File: config.mk
export PLATFORM = sky130hd
export DESIGN_NAME = hash_avalon_bridge_flat
export DESIGN_NICKNAME = d
export VERILOG_FILES = /design/src/rtl/hash_bridge_pkg.sv /design/src/rtl/hash_avalon_bridge_if.sv /design/src/rtl/hash_bridge_fifo.sv /design/src/rtl/hash_avalon_bridge.sv /design/src/flat_wrapper.sv
export SDC_FILE = /design/constraint.sdc
export NUM_CORES = 2
export LEC_CHECK = 0
export ABC_AREA = 1
export CAP_MARGIN = 20
export CORE_MARGIN = 10
export CORE_UTILIZATION = 50
export DETAILED_ROUTE_END_ITERATION = 12
export PLACE_DENSITY_LB_ADDON = 0.12
export RECOVER_POWER = 100
export SLEW_MARGIN = 0
export SYNTH_ARGS = -nofsm -noshare
export SYNTH_HDL_FRONTEND = slang
export SYNTH_SLANG_ARGS = --single-unit
File: constraint.sdc
create_clock -name clk -period 4.3 [get_ports clk]
set_input_delay 0.43 -clock clk [delete_from_list [all_inputs] [get_ports clk]]
set_output_delay 0.43 -clock clk [all_outputs]
set_load 0.02 [all_outputs]
File: src/rtl/hash_bridge_pkg.sv
// rtl/hash_bridge_pkg.sv - register map, status/ctrl bit positions and byte-swap helper
package hash_bridge_pkg;

  // Avalon word addresses
  localparam logic [5:0] ADDR_DATA_LO     = 6'h00;
  localparam logic [5:0] ADDR_DATA_HI     = 6'h01;
  localparam logic [5:0] ADDR_DATA_LO_SW  = 6'h02;
  localparam logic [5:0] ADDR_DATA_HI_SW  = 6'h03;
  localparam logic [5:0] ADDR_STATUS      = 6'h04;
  localparam logic [5:0] ADDR_CTRL        = 6'h05;
  localparam logic [5:0] ADDR_SRST        = 6'h0F;
  localparam logic [5:0] ADDR_DIGEST_BASE = 6'h20;

  // STATUS register bit positions
  localparam int ST_HASH_READY = 0;
  localparam int ST_FULL       = 1;
  localparam int ST_EMPTY      = 2;
  localparam int ST_BUSY       = 3;
  localparam int ST_IRQ_PEND   = 4;
  localparam int ST_LEVEL_LSB  = 8;

  // CTRL register bit positions
  localparam int CTRL_SRST    = 0;
  localparam int CTRL_IRQ_EN  = 1;
  localparam int CTRL_IRQ_CLR = 2;

  // Reverse the byte order of a 32-bit bus word
  function automatic logic [31:0] bswap32(input logic [31:0] w);
    return {w[7:0], w[15:8], w[23:16], w[31:24]};
  endfunction

endpackage

File: src/rtl/hash_avalon_bridge_if.sv
// rtl/hash_avalon_bridge_if.sv - Avalon-MM slave bus bundle for the hash bridge
interface hash_avalon_bridge_if;
  logic [5:0]  address;
  logic [31:0] writedata;
  logic [3:0]  byteenable;
  logic        write;
  logic        read;
  logic        chipselect;
  logic [31:0] readdata;
  logic        waitrequest;

  modport slave (
    input  address, writedata, byteenable, write, read, chipselect,
    output readdata, waitrequest
  );

  modport master (
    output address, writedata, byteenable, write, read, chipselect,
    input  readdata, waitrequest
  );
endinterface

File: src/rtl/hash_bridge_fifo.sv
// rtl/hash_bridge_fifo.sv - show-ahead input FIFO feeding the hash core
module hash_bridge_fifo #(
  parameter int DW    = 64,
  parameter int DEPTH = 8
) (
  input  logic               clk,
  input  logic               rst_n,
  input  logic               flush,
  input  logic               push,
  input  logic [DW-1:0]      push_data,
  input  logic               pop,
  output logic [DW-1:0]      head,
  output logic               full,
  output logic               empty,
  output logic [$clog2(DEPTH):0] level
);

  localparam int AW = $clog2(DEPTH);
  localparam int LW = AW + 1;

  logic [DW-1:0] mem_q [DEPTH];
  logic [DW-1:0] mem_d [DEPTH];
  logic [AW-1:0] wr_ptr_q, wr_ptr_d;
  logic [AW-1:0] rd_ptr_q, rd_ptr_d;
  logic [LW-1:0] count_q, count_d;
  logic          do_push, do_pop;

  assign full    = (count_q == LW'(DEPTH));
  assign empty   = (count_q == '0);
  assign level   = count_q;
  assign head    = mem_q[rd_ptr_q];
  assign do_push = push & ~full;
  assign do_pop  = pop & ~empty;

  // Next-state for storage, pointers and occupancy; flush overrides traffic
  always_comb begin
    mem_d    = mem_q;
    wr_ptr_d = wr_ptr_q;
    rd_ptr_d = rd_ptr_q;
    count_d  = count_q;
    if (flush) begin
      wr_ptr_d = '0;
      rd_ptr_d = '0;
      count_d  = '0;
    end else begin
      if (do_push) begin
        mem_d[wr_ptr_q] = push_data;
        wr_ptr_d        = wr_ptr_q + AW'(1);
      end
      if (do_pop) begin
        rd_ptr_d = rd_ptr_q + AW'(1);
      end
      case ({do_push, do_pop})
        2'b10:   count_d = count_q + LW'(1);
        2'b01:   count_d = count_q - LW'(1);
        default: count_d = count_q;
      endcase
    end
  end

  // FIFO state registers
  always_ff @(posedge clk or negedge rst_n) begin
    if (!rst_n) begin
      mem_q    <= '{default: '0};
      wr_ptr_q <= '0;
      rd_ptr_q <= '0;
      count_q  <= '0;
    end else begin
      mem_q    <= mem_d;
      wr_ptr_q <= wr_ptr_d;
      rd_ptr_q <= rd_ptr_d;
      count_q  <= count_d;
    end
  end

endmodule

File: src/rtl/hash_avalon_bridge.sv
// rtl/hash_avalon_bridge.sv - Avalon-MM slave bridging a CPU to a streaming hash core
module hash_avalon_bridge
  import hash_bridge_pkg::*;
#(
  parameter int HS         = 512,
  parameter int DW         = 64,
  parameter int FIFO_DEPTH = 8,
  parameter int SWAP_OUT   = 1
) (
  input  logic                  clk,
  input  logic                  reset_n,
  hash_avalon_bridge_if.slave   avs,
  output logic                  irq,
  output logic                  core_rst,
  output logic                  core_src_ready,
  input  logic                  core_src_read,
  output logic [DW-1:0]         core_din,
  output logic                  core_dst_ready,
  input  logic                  core_dst_write,
  input  logic [DW-1:0]         core_dout
);

  localparam int NWORDS = HS / DW;
  localparam int CW     = (NWORDS > 1) ? $clog2(NWORDS) : 1;
  localparam int LW     = $clog2(FIFO_DEPTH) + 1;
  localparam logic [CW-1:0] LAST_CNT = CW'(NWORDS - 1);

  logic [31:0]   lo_q, lo_d;
  logic [31:0]   hi_q, hi_d;
  logic [HS-1:0] digest_q, digest_d;
  logic [CW-1:0] out_cnt_q, out_cnt_d;
  logic          hash_ready_q, hash_ready_d;
  logic          busy_q, busy_d;
  logic          irq_pend_q, irq_pend_d;
  logic          irq_en_q, irq_en_d;
  logic          irq_q, irq_d;
  logic          core_rst_q, core_rst_d;
  logic [31:0]   readdata_q, readdata_d;

  logic          wr_en, rd_en;
  logic [31:0]   wd_sw;
  logic          push_req, push;
  logic [DW-1:0] push_word;
  logic          srst, irq_clr, data_wr;
  logic          fifo_full, fifo_empty, pop;
  logic [LW-1:0] fifo_level;
  logic [DW-1:0] dout_sw, cap_word;
  logic          complete;
  logic [31:0]   status_word, digest_word;
  logic          unused_be;

  assign wr_en     = avs.chipselect & avs.write;
  assign rd_en     = avs.chipselect & avs.read;
  assign wd_sw     = bswap32(avs.writedata);
  assign unused_be = ^avs.byteenable;

  // Which writes push a core word: the HI half completes a 64-bit word, a 32-bit core takes LO directly
  if (DW == 64) begin : g_push64
    always_comb begin
      push_req  = 1'b0;
      push_word = {avs.writedata, lo_q};
      if (wr_en && avs.address == ADDR_DATA_HI) begin
        push_req  = 1'b1;
        push_word = {avs.writedata, lo_q};
      end else if (wr_en && avs.address == ADDR_DATA_HI_SW) begin
        push_req  = 1'b1;
        push_word = {wd_sw, lo_q};
      end
    end
  end else begin : g_push32
    always_comb begin
      push_req  = 1'b0;
      push_word = avs.writedata;
      if (wr_en && avs.address == ADDR_DATA_LO) begin
        push_req  = 1'b1;
        push_word = avs.writedata;
      end else if (wr_en && avs.address == ADDR_DATA_LO_SW) begin
        push_req  = 1'b1;
        push_word = wd_sw;
      end
    end
  end

  // A pop on a full FIFO frees space only after the edge, so the stalled push waits one more cycle
  assign avs.waitrequest = push_req & fifo_full;
  assign push            = push_req & ~fifo_full;

  assign srst    = wr_en & ((avs.address == ADDR_CTRL && avs.writedata[CTRL_SRST]) ||
                            avs.address == ADDR_SRST);
  assign irq_clr = wr_en & (avs.address == ADDR_CTRL) & avs.writedata[CTRL_IRQ_CLR];
  assign data_wr = wr_en & (avs.address[5:2] == 4'b0000);
  assign pop     = core_src_read & ~fifo_empty;

  hash_bridge_fifo #(
    .DW    (DW),
    .DEPTH (FIFO_DEPTH)
  ) u_fifo (
    .clk       (clk),
    .rst_n     (reset_n),
    .flush     (srst),
    .push      (push),
    .push_data (push_word),
    .pop       (pop),
    .head      (core_din),
    .full      (fifo_full),
    .empty     (fifo_empty),
    .level     (fifo_level)
  );

  for (genvar b = 0; b < DW / 8; b++) begin : g_swap
    assign dout_sw[8*b +: 8] = core_dout[DW-8-8*b +: 8];
  end
  assign cap_word = (SWAP_OUT != 0) ? dout_sw : core_dout;
  assign complete = core_dst_write & (out_cnt_q == LAST_CNT);

  assign core_src_ready = fifo_empty;
  assign core_dst_ready = 1'b0;
  assign core_rst       = core_rst_q;
  assign irq            = irq_q;
  assign avs.readdata   = readdata_q;

  // Staging registers for the two halves of a bus-written word
  always_comb begin
    lo_d = lo_q;
    hi_d = hi_q;
    if (wr_en) begin
      case (avs.address)
        ADDR_DATA_LO:    lo_d = avs.writedata;
        ADDR_DATA_LO_SW: lo_d = wd_sw;
        ADDR_DATA_HI:    if (DW == 64) hi_d = avs.writedata;
        ADDR_DATA_HI_SW: if (DW == 64) hi_d = wd_sw;
        default: ;
      endcase
    end
  end

  // Digest capture, completion counting and status flags; soft reset dominates
  always_comb begin
    digest_d     = digest_q;
    out_cnt_d    = out_cnt_q;
    hash_ready_d = hash_ready_q;
    busy_d       = busy_q;
    irq_pend_d   = irq_pend_q;
    irq_en_d     = irq_en_q;
    if (wr_en && avs.address == ADDR_CTRL) irq_en_d = avs.writedata[CTRL_IRQ_EN];
    if (srst) begin
      digest_d     = '0;
      out_cnt_d    = '0;
      hash_ready_d = 1'b0;
      busy_d       = 1'b0;
      irq_pend_d   = 1'b0;
    end else begin
      if (core_dst_write) begin
        digest_d  = {cap_word, digest_q[HS-1:DW]};
        out_cnt_d = complete ? '0 : out_cnt_q + CW'(1);
      end
      if (data_wr)  hash_ready_d = 1'b0;
      if (complete) hash_ready_d = 1'b1;
      if (complete) busy_d = 1'b0;
      if (push)     busy_d = 1'b1;
      if (complete) irq_pend_d = 1'b1;
      if (irq_clr)  irq_pend_d = 1'b0;
    end
    core_rst_d = srst;
    irq_d      = irq_pend_q & irq_en_q;
  end

  // Digest word selected by the low address bits; indices past the digest read as zero
  always_comb begin
    digest_word = '0;
    for (int i = 0; i < HS / 32; i++) begin
      if (avs.address[4:0] == 5'(i)) digest_word = digest_q[32*i +: 32];
    end
  end

  // Status word assembly and registered read mux, updated only on a selected read
  always_comb begin
    status_word                  = '0;
    status_word[ST_HASH_READY]   = hash_ready_q;
    status_word[ST_FULL]         = fifo_full;
    status_word[ST_EMPTY]        = fifo_empty;
    status_word[ST_BUSY]         = busy_q;
    status_word[ST_IRQ_PEND]     = irq_pend_q;
    status_word[ST_LEVEL_LSB+:8] = 8'(fifo_level);
    readdata_d = readdata_q;
    if (rd_en) begin
      case (avs.address)
        ADDR_DATA_LO: readdata_d = lo_q;
        ADDR_DATA_HI: readdata_d = hi_q;
        ADDR_STATUS:  readdata_d = status_word;
        ADDR_CTRL:    readdata_d = {30'b0, irq_en_q, 1'b0};
        default:      readdata_d = ((avs.address & ADDR_DIGEST_BASE) != '0) ? digest_word : 32'h0;
      endcase
    end
  end

  // Bridge state registers; core held in reset while reset_n is low
  always_ff @(posedge clk or negedge reset_n) begin
    if (!reset_n) begin
      lo_q         <= '0;
      hi_q         <= '0;
      digest_q     <= '0;
      out_cnt_q    <= '0;
      hash_ready_q <= 1'b0;
      busy_q       <= 1'b0;
      irq_pend_q   <= 1'b0;
      irq_en_q     <= 1'b0;
      irq_q        <= 1'b0;
      core_rst_q   <= 1'b1;
      readdata_q   <= '0;
    end else begin
      lo_q         <= lo_d;
      hi_q         <= hi_d;
      digest_q     <= digest_d;
      out_cnt_q    <= out_cnt_d;
      hash_ready_q <= hash_ready_d;
      busy_q       <= busy_d;
      irq_pend_q   <= irq_pend_d;
      irq_en_q     <= irq_en_d;
      irq_q        <= irq_d;
      core_rst_q   <= core_rst_d;
      readdata_q   <= readdata_d;
    end
  end

endmodule

File: src/flat_wrapper.sv
// flat-port wrapper written by rule: the top's interface ports become plain ports
module hash_avalon_bridge_flat import hash_bridge_pkg::*;
#(
  parameter int HS         = 512,
  parameter int DW         = 64,
  parameter int FIFO_DEPTH = 8,
  parameter int SWAP_OUT   = 1
)
  (clk, reset_n, irq, core_rst, core_src_ready, core_src_read, core_din, core_dst_ready, core_dst_write, core_dout, avs_address, avs_writedata, avs_byteenable, avs_write, avs_read, avs_chipselect, avs_readdata, avs_waitrequest);
  hash_avalon_bridge_if avs_i ();
  input  logic clk;
  input  logic reset_n;
  output logic irq;
  output logic core_rst;
  output logic core_src_ready;
  input  logic core_src_read;
  output logic [DW-1:0] core_din;
  output logic core_dst_ready;
  input  logic core_dst_write;
  input  logic [DW-1:0] core_dout;
  input wire logic [$bits(avs_i.address)-1:0] avs_address;
  input wire logic [$bits(avs_i.writedata)-1:0] avs_writedata;
  input wire logic [$bits(avs_i.byteenable)-1:0] avs_byteenable;
  input wire logic [$bits(avs_i.write)-1:0] avs_write;
  input wire logic [$bits(avs_i.read)-1:0] avs_read;
  input wire logic [$bits(avs_i.chipselect)-1:0] avs_chipselect;
  output wire logic [$bits(avs_i.readdata)-1:0] avs_readdata;
  output wire logic [$bits(avs_i.waitrequest)-1:0] avs_waitrequest;
  assign avs_i.address = avs_address;
  assign avs_i.writedata = avs_writedata;
  assign avs_i.byteenable = avs_byteenable;
  assign avs_i.write = avs_write;
  assign avs_i.read = avs_read;
  assign avs_i.chipselect = avs_chipselect;
  assign avs_readdata = avs_i.readdata;
  assign avs_waitrequest = avs_i.waitrequest;
  hash_avalon_bridge #(.HS(HS), .DW(DW), .FIFO_DEPTH(FIFO_DEPTH), .SWAP_OUT(SWAP_OUT)) u_core (.clk(clk), .reset_n(reset_n), .avs(avs_i), .irq(irq), .core_rst(core_rst), .core_src_ready(core_src_ready), .core_src_read(core_src_read), .core_din(core_din), .core_dst_ready(core_dst_ready), .core_dst_write(core_dst_write), .core_dout(core_dout));
endmodule
After elaboration in Yosys (flattened, before gate mapping)
Index checks and enable logic that the tools add are counted.
{"block": "word_totals", "ff_bits": 1139, "input_bits": 113, "output_inout_bits": 101, "elab_cells": 145}
{"block": "classes", "add_sub_neg": 5, "order_cmp": 3, "eq_ne": 25, "mux": 50, "bitwise": 18, "reduce_logical": 22}
{"operator": "$mux W512", "n": 2}
{"operator": "$mux W32", "n": 17}
{"operator": "$bwmux W512", "n": 1}
{"operator": "$mux W64", "n": 5}
{"operator": "$bmux W64 S3", "n": 1}
{"operator": "$demux W64 S3", "n": 1}
{"operator": "$pmux W32 S2", "n": 2}
{"operator": "$pmux W32 S4", "n": 1}
{"operator": "$eq A5 B4 Y1 const B", "n": 8}
{"operator": "$mux W3", "n": 7}
{"operator": "$eq A5 B3 Y1 const B", "n": 4}
{"operator": "$and A1 B1 Y1", "n": 13}
{"operator": "$eq A6 B2 Y1 const B", "n": 2}
{"operator": "$eq A6 B3 Y1 const B", "n": 2}
{"operator": "$reduce_bool A3 Y1", "n": 4}
{"operator": "$mux W1", "n": 11}
{"operator": "$eq A5 B2 Y1 const B", "n": 2}
{"operator": "$reduce_bool A2 Y1", "n": 5}
{"operator": "$add A3 B1 Y3 const B", "n": 3}
{"operator": "$ge A4 B4 Y1 const B", "n": 2}
{"operator": "$logic_not A4 Y1", "n": 2}
{"operator": "$not A3 Y4", "n": 2}
{"operator": "$pmux W4 S2", "n": 1}
{"operator": "$eq A6 B1 Y1 const B", "n": 1}
{"operator": "other kinds (16)", "n": 24}

Longest topological paths before layout
{"block": "depth", "word_depth": 19, "depth_mapped": 20, "mapped_depth_nobuf": 20}

Hierarchy
A second synthesis with hierarchy kept.
{"block": "hier_totals", "hier_cells": 6668, "area_unflattened_um2": 54522.3}
{"module": "hash_avalon_bridge", "instances": 1, "cells_per_inst": 4079, "area_each_um2": 30171.4, "seq_area_each_um2": 15441.1}
{"module": "hash_bridge_fifo", "instances": 1, "cells_per_inst": 2589, "area_each_um2": 24350.9, "seq_area_each_um2": 13062.5}

Worst setup path before layout
Ideal clock, no wire load.
{"block": "synth_path", "path_kind": "register to register", "start": "register u_core.u_fifo.count_q[1], in the netlist u_core.u_fifo.level[1]", "end": "register u_core.u_fifo.count_q[3], in the netlist u_core.u_fifo.level[3]", "setup_time_ns": 0.064, "arrival_time_ns": 2.498, "required_time_ns": 4.236, "slack_ns": 1.737, "stages_incl_launch_ff": 13, "path_buffers": 0, "period_less_slack_ns": 2.563, "path_cell_list": "dfrtp_1 -> nor2_1 -> inv_1 -> nor3_1 -> nor2_1 -> ha_1 -> ha_1 -> a21oi_1 -> nand2_1 -> o21ai_0 -> a21oi_1 -> a21oi_1 -> o21a_1"}
{"block": "synth_between", "elab_chain_len": 7, "word_cells_on_any_way": 15, "classes_between": "2 x add/sub; 3 x eq/ne; 2 x mux; 6 x bitwise; 2 x reduce/logical"}
{"item": "start: declaration", "line_no": "hash_bridge_fifo.sv:25", "source": "logic [LW-1:0] count_q, count_d;"}
{"item": "start signal: assignment", "line_no": "hash_bridge_fifo.sv:72", "source": "count_q <= count_d;"}
{"item": "$logic_not A4 Y1 (*)", "line_no": "hash_bridge_fifo.sv:29", "source": "assign empty = (count_q == '0);"}
{"item": "net core_src_ready", "line_no": "flat_wrapper.sv:15", "source": "output logic core_src_ready;"}
{"item": "$not A1 Y1 (*)", "line_no": "hash_bridge_fifo.sv:33, hash_avalon_bridge.sv:92"}
{"item": "$and A1 B1 Y1", "line_no": "hash_avalon_bridge.sv:92", "source": "assign pop = core_src_read & ~fifo_empty;"}
{"item": "$and A1 B1 Y1 (*)", "line_no": "hash_bridge_fifo.sv:33", "source": "assign do_pop = pop & ~empty;"}
{"item": "$eq A2 B1 Y1 or $eq A2 B2 Y1 (tied branches)", "line_no": "hash_bridge_fifo.sv:53", "source": "case ({do_push, do_pop})"}
{"item": "$pmux W4 S2", "line_no": "hash_bridge_fifo.sv:53"}
{"item": "$mux W4", "line_no": "hash_bridge_fifo.sv:41", "source": "if (flush) begin"}
Mark *: on every way through the listed nets, which the timed path passes. The rest lies on a longest branch.
A chain may end at the register's enable or synchronous reset.

Final worst setup path
{"block": "layout_path", "start": "register u_core.u_fifo.rd_ptr_q[1]", "end": "output core_din[31]"}
{"block": "layout_between", "elab_chain_len": 4}
{"item": "start: declaration", "line_no": "hash_bridge_fifo.sv:24", "source": "logic [AW-1:0] rd_ptr_q, rd_ptr_d;"}
{"item": "start signal: assignment", "line_no": "hash_bridge_fifo.sv:71", "source": "rd_ptr_q <= rd_ptr_d;"}
{"item": "$not A3 Y4 (not written as such)", "line_no": "hash_bridge_fifo.sv:31", "source": "assign head = mem_q[rd_ptr_q];"}
{"item": "$bmux W64 S3", "line_no": "hash_bridge_fifo.sv:31"}
{"item": "$mux W64 (not written as such) (2 in series)", "line_no": "hash_bridge_fifo.sv:31"}
{"item": "end: declaration", "line_no": "flat_wrapper.sv:17", "source": "output logic [DW-1:0] core_din;"}
No other way between the ends. The select of a mux whose other input is x is not followed.

==> run metrics <==
Post-layout nets 6787; FP Rows 119; ys async rst share 1.00; final wirelength 167000 microns; critical path endpoint category primary output; HPWL Detailed 106000 microns; NetSw 0.0111 W; first-pass GRT wire length 261000 microns; largest net degree at the start of global routing 173; H-Tree Depth 4; syn_nets 6809; Floorplan Core Area 105000 sq um; CTS Sinks 1139; Die Span X 346 microns; Gate power share 0.261; crit path kind reg2out; startpoint types flip-flop; Worst-Skew Late Latency 0.74 ns; DR DRC count 0; post-synthesis cell type count 36; initial antenna violation count 13; sequential share of the synthesized area 0.536; via count 46139; Placed Cells incl. Taps 7923; CTS root buf clkbuf_16; Hold Vio Cnt, Final 0; crit path max fanout 46; failing checks max-capacitance violations, max-slew violations; Final Critical Period 4.15 ns; setup_tns 0 ns; Max Buffers Root-to-Sink 3; Post-Synthesis Cell Area 53200 sq um; Top-Level Pins 214; die height 346 microns; Fillers 9764; Max-slew headroom -0.532; RSZ-0062 raised after global routing no; layout cells sized above 1 0.0538; count of final max-slew check failures 165; Final Skew 0.0211 ns; Via density 5.66; synthesis warning total 0; Max Cap Viol 2; GR Overflow Total 0; number of port buffers 208; mean area per synthesized cell 7.95 sq um; Initial Utilization 0.505; Lkg Pwr 28.2 nW; outcome finished with violations; Num CTS Buffers 130; IR drop worst, VDD 790 uV; die area 120000 sq um; Internal Power 0.0218 W; CTS tree done; Sw Share 0.336; Initial DRC Count 5835; placed inst area 56500 sq um; Main synth FF type dfrtp_1; vias in the first global route 42618; Post-DRT Antenna Nets 0; Cell Pwr Density 544 nW/um^2; number of synthesized flops with an enable pin 0; area delta synth->final 13.8%; post-route cell area 60500 sq um; min-delay worst type in2reg; Tcrit/Tclk final 0.966; share of total power in sequential cells 0.390; wire per inst 20.5 microns; DR pass1 iterations 8; postcts setup bufs 0; Worst-path clk slew 0.06 ns; Clk pwr share 0.349; Synth Register Bits 1139; final cell count without fillers 8157; # setup viols final 0; required time worst endpoint 3.87 ns; GRT Total Usage 0.273; cells after synthesis 6688; gpl congestion 0.890; worst slew pin tran 2.30 ns; worst reg2reg setup slack 0.83 ns; f_max 241 MHz; CP Data Arrival Time 3.72 ns
==> kinds of logic (layout without fill, tap and decap cells) <==
logic type | after synthesis | in the layout | share of synthesized area
compound gates | 1805 | 1805 | 0.175
fa+ha+maj | 8 | 8 | 0.00202
flops | 1139 | 1139 | 0.536
xor+xnor | 1 | 1 | 0.000165
buf+inv | 1290 | 1365 | 0.0954
simple gates | 2444 | 2444 | 0.192
other cells | 1 | 4 | 0.0000705
==> registers in the layout (all words and copies together) (netlist names) <==
signal and count:
u_core.digest_q 512, u_core.u_fifo.wr_ptr_q 3, u_core.u_fifo.rd_ptr_q 3, u_core.lo_q 32, u_core.hi_q 32, u_core.irq_pend_q 1, u_core.irq_en_q 1, u_core.irq 1
u_core.core_rst 1, u_core.avs.readdata 32, u_core.u_fifo.level 4, u_core.busy_q 1, u_core.u_fifo.mem_q 512, u_core.hash_ready_q 1, u_core.out_cnt_q 3
==> metrics by stage <==
stage	total power, W	utilization	hold WS (ns)	setup WS, ns
after floorplan	0.0181	-	0.134	1.74
after global placement	0.0218	0.536	0.460	0.268
after detailed placement	0.0219	0.536	0.464	0.308
after CTS	0.0334	0.579	0.233	0.0377
after global routing	0.0346	0.574	0.280	0.0463
final	0.0329	0.574	0.241	0.146
==> cell usage after synthesis (3+ instances only) <==
cell         n  share of area
o22ai_1     73         0.0086
a22oi_1     23         0.0032
buf_1       22         0.0016
nand2_1   1240          0.087
nand3_1    594          0.056
clkinv_1     3        0.00021
inv_1      773          0.055
clkbuf_1   325          0.023
dfrtp_1   1138           0.54
buf_4       24         0.0034
o21ai_0    973          0.092
a21oi_1    122          0.011
a31oi_1     64         0.0075
inv_2       31         0.0022
o21ai_1    541          0.051
ha_1         7         0.0016
nand4_1     72         0.0085
nor2_1     497          0.035
nor2_4       5         0.0011
buf_2      112          0.011
nor2_2      11         0.0013
nor3_1      18         0.0017
==> final cells by class <==
type                            instances  area, sq um  share of cell area
Antenna cell                            3         7.51            0.000124
Clock buffer                          190         3930              0.0649
Clock inverter                         39          497             0.00821
Inverter                              807         3050              0.0503
Multi-Input combinational cell       4259        19600               0.324
Sequential cell                      1139        28500               0.471
Tap cell                             1391         1740              0.0288
Timing Repair Buffer                  329         3150              0.0520
==> layer usage <==
metal	part of all wire	vias to the layer above	global-route usage
met5	0.00078	-	0
met3	0.097	237	0.0649
met2	0.41	1910	0.369
met4	0.025	22	0.0729
li1	-	21725	-
met1	0.47	22245	0.429
==> power groups by stage <==
stage / combinational, W / clock (W) / sequential [W]
6_report: 0.00858 / 0.0115 / 0.0128
5_1_grt: 0.00955 / 0.0121 / 0.0130
4_1_cts: 0.00899 / 0.0116 / 0.0128
3_5_place_dp: 0.00894 / 0 / 0.0130
3_3_place_gp: 0.00887 / 0 / 0.0129
2_1_floorplan: 0.00537 / 0 / 0.0127
==> timing repair <==
action	4_1_cts	5_1_grt
endpoints found under the setup margin	0	1
hold buffers	1	0
hold endpoints to repair	68	0
gates resized for setup	0	1
==> worst max-delay path: stages, from the launching register on <==
cell and delay (ns):
dfrtp_4 0.50, inv_4 0.52, clkbuf_2 0.52, o21ai_0 0.18, o22ai_1 0.16, nor2_1 0.06
a31oi_1 0.30, dlygate4sd3_1 0.74
==> placed cells by master, fill, tap and decap left out, types with 2 or more instances in the layout <==
master / instances
clkbuf_4: 13
nand2_1: 1240
clkinv_4: 2
dfrtp_1: 1136
diode_2: 3
inv_6: 3
bufinv_16: 11
nor2_2: 16
nand3_2: 2
clkbuf_2: 27
nand4_1: 72
clkbuf_1: 37
clkbuf_16: 139
o21ai_1: 52
a31oi_1: 64
clkinvlp_4: 3
inv_8: 2
o21a_1: 2
buf_12: 20
inv_2: 18
nand3_1: 594
nor3_1: 18
a22oi_1: 23
clkbuf_8: 26
clkinv_1: 6
clkinv_2: 20
o22ai_1: 74
nor2_4: 5
nor2_1: 492
clkdlybuf4s50_1: 118
dlygate4sd3_1: 89
a21oi_1: 122
inv_1: 780
a211oi_1: 2
buf_4: 43
ha_1: 7
o21ai_0: 1462
buf_6: 5
o211ai_1: 2
==> worst paths after layout <==
check,start,end,cells past startpoint
worst max-delay path,u_core.u_fifo.rd_ptr_q[1],core_din[31],7
worst min-delay path,core_dst_write,u_core.digest_q[96],3
worst max register to register,u_core.u_fifo.level[1],u_core.u_fifo.mem_q[51],9
worst min register to register,u_core.u_fifo.mem_q[276],u_core.u_fifo.mem_q[276],2
max in group asynchronous,reset_n,u_core.digest_q[123],4
min in group asynchronous,reset_n,u_core.digest_q[9],2
Note: power is estimated with default switching activity, not from simulation.
